===== src/rtl/rename_free_list.sv =====
`default_nettype none
// ============================================================================
// Module   : rename_free_list
// Brief    : Circular free list of physical register ids with multi-lane
//            allocate/release and a committed-head checkpoint for flush.
// Revision : 1.0
// ============================================================================
module rename_free_list #(
    parameter int  PRF_NUM       = 64,
    parameter int  ARF_NUM       = 32,
    parameter int  PRF_WIDTH     = 6,
    parameter int  ALLOC_WIDTH   = 2,
    parameter int  RELEASE_WIDTH = 2,
    parameter bit  OVF_ASSERT_EN = 1'b1,
    localparam int FL_DEPTH      = PRF_NUM - ARF_NUM,
    localparam int CNT_W         = $clog2(FL_DEPTH) + 1
) (
    input  logic                               clk,
    input  logic                               reset,
    input  logic [ALLOC_WIDTH-1:0]             alloc_req,
    output logic [ALLOC_WIDTH*PRF_WIDTH-1:0]   alloc_prf_id,
    output logic                               alloc_ready,
    input  logic [RELEASE_WIDTH-1:0]           retire_valid,
    input  logic [RELEASE_WIDTH-1:0]           retire_wb,
    input  logic [RELEASE_WIDTH*PRF_WIDTH-1:0] retire_T_old,
    input  logic                               flush,
    output logic [CNT_W-1:0]                   free_count,
    output logic                               err_overflow
);

    localparam int PTR_W = CNT_W;
    localparam int IDX_W = CNT_W - 1;
    localparam logic [PTR_W-1:0] c_full_tail = PTR_W'(FL_DEPTH);

    if (PRF_WIDTH != $clog2(PRF_NUM)) begin : g_bad_prf_width
        $error("rename_free_list: PRF_WIDTH must equal clog2(PRF_NUM)");
    end
    if ((FL_DEPTH < 2) || ((FL_DEPTH & (FL_DEPTH - 1)) != 0)) begin : g_bad_depth
        $error("rename_free_list: PRF_NUM-ARF_NUM must be a power of two >= 2");
    end

    logic [PRF_WIDTH-1:0] r_entry [FL_DEPTH];
    logic [PTR_W-1:0]     r_head;
    logic [PTR_W-1:0]     r_commit_head;
    logic [PTR_W-1:0]     r_tail;
    logic                 r_err;

    logic [CNT_W-1:0]     w_free_count;
    logic [CNT_W-1:0]     w_alloc_n;
    logic [IDX_W-1:0]     w_rd_idx [ALLOC_WIDTH];
    logic                 w_fire;

    logic [RELEASE_WIDTH-1:0] w_rel_en;
    logic [CNT_W-1:0]         w_rel_n;
    logic [IDX_W-1:0]         w_wr_idx [RELEASE_WIDTH];
    logic                     w_overflow;

    logic [PTR_W-1:0]     w_commit_next;
    logic [PTR_W-1:0]     w_head_next;

    // Occupancy is the pointer distance; the wrap bit makes full != empty.
    assign w_free_count = r_tail - r_head;
    assign free_count   = w_free_count;
    assign err_overflow = r_err;

    // Each requesting lane takes the next id after those of lower lanes.
    always_comb begin
        w_alloc_n = '0;
        for (int i = 0; i < ALLOC_WIDTH; i++) begin
            w_rd_idx[i] = r_head[IDX_W-1:0] + w_alloc_n[IDX_W-1:0];
            w_alloc_n   = w_alloc_n + CNT_W'(alloc_req[i]);
        end
    end

    always_comb begin
        alloc_prf_id = '0;
        for (int i = 0; i < ALLOC_WIDTH; i++) begin
            alloc_prf_id[i*PRF_WIDTH +: PRF_WIDTH] = r_entry[w_rd_idx[i]];
        end
    end

    assign alloc_ready = (w_free_count >= w_alloc_n);
    assign w_fire      = alloc_ready & (|alloc_req) & ~flush;

    assign w_rel_en = retire_valid & retire_wb;

    // Releasing lanes are packed at the tail in lane order.
    always_comb begin
        w_rel_n = '0;
        for (int j = 0; j < RELEASE_WIDTH; j++) begin
            w_wr_idx[j] = r_tail[IDX_W-1:0] + w_rel_n[IDX_W-1:0];
            w_rel_n     = w_rel_n + CNT_W'(w_rel_en[j]);
        end
    end

    assign w_overflow = ({1'b0, w_free_count} + {1'b0, w_rel_n}) > (CNT_W+1)'(FL_DEPTH);

    assign w_commit_next = r_commit_head + w_rel_n;

    // Flush rewinds to the checkpoint including this cycle's retires.
    always_comb begin
        w_head_next = r_head;
        if (flush) begin
            w_head_next = w_commit_next;
        end else if (w_fire) begin
            w_head_next = r_head + w_alloc_n;
        end
    end

    always_ff @(posedge clk) begin
        if (reset) begin
            for (int i = 0; i < FL_DEPTH; i++) begin
                r_entry[i] <= PRF_WIDTH'(ARF_NUM + i);
            end
            r_head        <= '0;
            r_commit_head <= '0;
            r_tail        <= c_full_tail;
            r_err         <= 1'b0;
        end else begin
            for (int j = 0; j < RELEASE_WIDTH; j++) begin
                if (w_rel_en[j]) begin
                    r_entry[w_wr_idx[j]] <= retire_T_old[j*PRF_WIDTH +: PRF_WIDTH];
                end
            end
            r_tail        <= r_tail + w_rel_n;
            r_commit_head <= w_commit_next;
            r_head        <= w_head_next;
            r_err         <= r_err | w_overflow;
        end
    end

    if (OVF_ASSERT_EN) begin : g_ovf_assert
        always_ff @(posedge clk) begin
            if (!reset) begin
                assert (!w_overflow)
                    else $error("rename_free_list: release into a full free list");
            end
        end
    end

endmodule
`default_nettype wire


===== config.mk =====
export PLATFORM = sky130hd
export DESIGN_NAME = rename_free_list
export DESIGN_NICKNAME = d
export VERILOG_FILES = /design/src/rtl/rename_free_list.sv
export SDC_FILE = /design/constraint.sdc
export NUM_CORES = 1
export LEC_CHECK = 0
export CAP_MARGIN = 30
export CORE_ASPECT_RATIO = 0.9
export CORE_MARGIN = 2
export CORE_UTILIZATION = 50
export CTS_CLUSTER_SIZE = 8
export DETAILED_ROUTE_END_ITERATION = 8
export PLACE_DENSITY = 0.78
export SYNTH_ARGS = -nofsm -noshare
export SYNTH_HDL_FRONTEND = slang
export SYNTH_SLANG_ARGS = --single-unit

===== constraint.sdc =====
create_clock -name clk -period 13.4 [get_ports clk]
set_input_delay 3.35 -clock clk [delete_from_list [all_inputs] [get_ports clk]]
set_output_delay 3.35 -clock clk [all_outputs]
set_load 0.01 [all_outputs]

==> summary.md <==
| Metric | Value |
|---|---|
| Outcome | complete, no violations |
| Largest stage delay on the critical path | between 0.9 and 1 ns |
| Yosys top cell area share | 42.2% |
| GRT Overall Usage | roughly a third |
| Max-cap violations | 0 |
| Slew Limit Headroom | 28.6% |
| Post-CTS Setup Repair Bufs | 0 |
| Fin crit period | between 10 and 15 ns |
| Tcrit/Tclk final | 76.0% |
| Sequential fraction of the synthesis area | 45.7% |
| Data arrival time of the critical path | 6.83 ns |
| Antenna violations before repair | 0 |
| Vias per inst | 7.10 |
| Reg2reg path depth | 5 |
| Clock root cell | clkbuf_16 |
| Post-route setup TNS | 0 ns |
| Starting density of the core | roughly 50% |
| Crit path cell chain | clkdlybuf4s50_1, ha_4, mux4_2, mux4_2, mux2_2, clkdlybuf4s50_1 |
| Element type at the critical path end | output port |
| Worst hold path class | flop to flop |
| H-tree level count | 1 |
| RSZ-0062 raised after global routing | false |
| CTS tree | yes |
| Cell variety after synth | 56 |
| CTS clk-pin slew, worst paths | ~0.05 ns |
| Top cell family by delay on the critical path | multiplexers |
| Hold_buf cts | 0 |
| Clock Skew | 0.0194 ns |
| Core area | 0.0270 mm2 |
| Setup crit start kind | input port |
| First-pass DRT Iterations | 8 |
| Antenna cells | 0 |
| Final ANT Viol Nets | 0 |
| Number of synthesized flops with an enable pin | around 190 |
| DIE AREA | 0.0287 mm2 |
| Flops & latches, synth | 216 |
| VDD IR max | 0.124 mV |
| Largest net degree at the start of global routing | 57 |
| Post-CTS Resized | 0 |
| Placement Cell Area | between 0.01 and 0.015 mm2 |
| Synth top area cells | edfxtp_1, mux4_2, nor2_1 |
| Switching power total | between 500 and 600 uW |
| Routed length per instance | 29.6 um |
| Max-slew violations | 0 |
| Synth Net Count | 1279 |
| I/O Buffers | 40 |
| Total clock sinks | 216 |
| Layout area overhead | 10.9% |
| Clk_lat worst skew | 0.56 ns |
| Register share of total power | 42.0% |
| Final hold vios | 0 |
| Routed WL | between 40 and 50 mm |
| Power per Cell Area | 121 mW/mm2 |
| Final Power | 1830 uW |
| Async SR Flop Fraction | 0% |
| Worst Setup Path Type | input port to output port |
| Hold Crit Depth | 2 |
| Critical-path top delay cell | ha_4 |
| DIE HEIGHT | approximately 160 um |
| Final instance area | between 0.015 and 0.02 mm2 |
| Ports | just over 40 |
| Highest Clock Rate | about 98 MHz |
| Leak | around 0.0045 uW |
| Iteration-0 DRC Markers | around 1.9k |
| Sw frac | 27.3% |
| Power Internal | 1330 uW |
| Yosys warning count | 0 |
| Final setup fails | 0 |
| Crit path required time | 10.05 ns |
| Row Count | 57 |
| Synth Cell Area | 0.0137 mm2 |
| Synthesized area per cell | 11.1 um2 |
| Share of cells above drive strength 1 | between 10% and 20% |
| Total stage count of the critical path | 6 |
| Least-Margin Pin Slew | 1.06 ns |
| Post-DP HPWL | between 30 and 40 mm |
| Clk pwr share | 37.6% |
| Remaining global-route overflow | 0 |
| Worst-path fanout max | 48 |
| Nets | 1273 |
| Clock tree buffer depth | 3 |
| Dominant synthesized flop cell | edfxtp_1 |
| Vias in the first global route | 10.4k |
| Cell taking the most area after synthesis | edfxtp_1 |
| Placer Congestion | approximately 0.98 |
| Cells after synthesis | 1231 |
| DIE WIDTH | 178 um |
| Worst path bufs/invs | 2 |
| CTS Buf Count | 30 |
| First-pass GRT wire length | just under 70 mm |
| DRC viols | 0 |
| Gate power share | 20.4% |
| Via count | ~11k |
==> kinds of logic (layout without fill, tap and decap cells) <==
logic type,after synthesis,in the layout,synth area share (%)
AOI/OAI and AO/OA,240,240,10.4
xor gates and xnor gates,14,14,0.952
adders and majority gates,27,27,2.75
buffers and inverters,142,149,4.24
DFF,216,216,45.7
muxes,136,136,21.1
and+or+nand+nor,456,456,14.9
==> metrics by stage <==
step	worst slack (ns)	hold WS (ns)	cells	util, %
6_report	3.22	0.520	1592	56.2
5_1_grt	3.04	0.559	1592	56.2
4_1_cts	3.20	0.522	1590	56.1
3_5_place_dp	3.20	0.507	1545	53.1
3_3_place_gp	3.11	0.488	1539	52.8
2_1_floorplan	4.44	0.473	1231	-
==> cell type report <==
cell class,count,area [um2]
flip-flops and latches,216,6250
clock inverters,1,16.3
well taps,354,443
fillers,2192,11800
multi-input cells,873,6870
repair buffers,70,657
inverters,34,128
clock buffers,44,803
==> layout by cell type, fill, tap and decap left out, drive strengths merged, types with 4 or more instances in the layout <==
cell type / n
edfxtp: 192
nor2: 158
nand2: 135
mux4: 120
a21oi: 98
nor3: 55
o21ai: 51
clkbuf: 44
clkdlybuf4s50: 39
o31ai: 36
a31oi: 33
nand3: 32
inv: 31
buf: 31
dfxtp: 24
ha: 22
or3: 19
nand2b: 14
mux2: 13
nor2b: 9
xor2: 8
nand4: 7
nor4: 6
nand3b: 6
xnor2: 6
fa: 5
clkinv: 4
or2: 4
==> synth_stat cells (4+ instances only) <==
library cell and instances:
o31ai_1 36, nor4_1 6, nand4_1 7, a31oi_1 33, or3_1 19, dfxtp_1 24
fa_1 5, o21ai_0 47, nor2_1 158, nand3b_1 6, nand2_1 134, xnor2_1 6
mux2_2 13, buf_1 12, nand2b_1 14, o21ai_1 4, buf_2 10, nor2b_1 9
a21oi_1 97, mux4_2 120, ha_1 22, nand3_1 32, edfxtp_1 192, nor3_1 54
xor2_1 7, clkbuf_1 80, inv_1 31
==> sequential cells by signal (all words and copies together), names as in the netlist, named ones only <==
register / flops
err_overflow: 1
r_commit_head: 6
r_entry: 192
r_head: 6
r_tail: 6
==> tightest hold or removal path: cells and delay by family, from the launching register on <==
kind / cells / cell delay (ns)
AND/OR/NAND/NOR: 1 / 0.08
flip-flops: 1 / 0.32
XOR/XNOR: 1 / 0.09
==> power groups by stage <==
stage                     Clock, uW  Combinational [uW]  Sequential, uW
after floorplan                   0                 258             769
after global placement            0                 345             793
after detailed placement          0                 355             792
after CTS                       683                 357             780
after global routing            711                 398             770
final                           689                 374             770
==> path summary, 6_finish.rpt <==
kind	to	slack, ns	start
worst max-delay path	alloc_prf_id[7]	3.22	alloc_req[0]
worst min-delay path	r_commit_head[5]	0.52	r_commit_head[5]
worst max register to register	r_entry[0][3]	10.10	r_tail[0]
worst min register to register	r_commit_head[5]	0.52	r_commit_head[5]
==> routing by layer <==
layer  wire length (um)  GRT usage [%]  up-vias
met2              19700           46.4     1078
met5                  0              0        -
met4               1960           11.8        0
met3               8510           12.7      166
met1              16900           47.6     5380
li1                   -              -     4673
(Power assumes the default switching activity.)
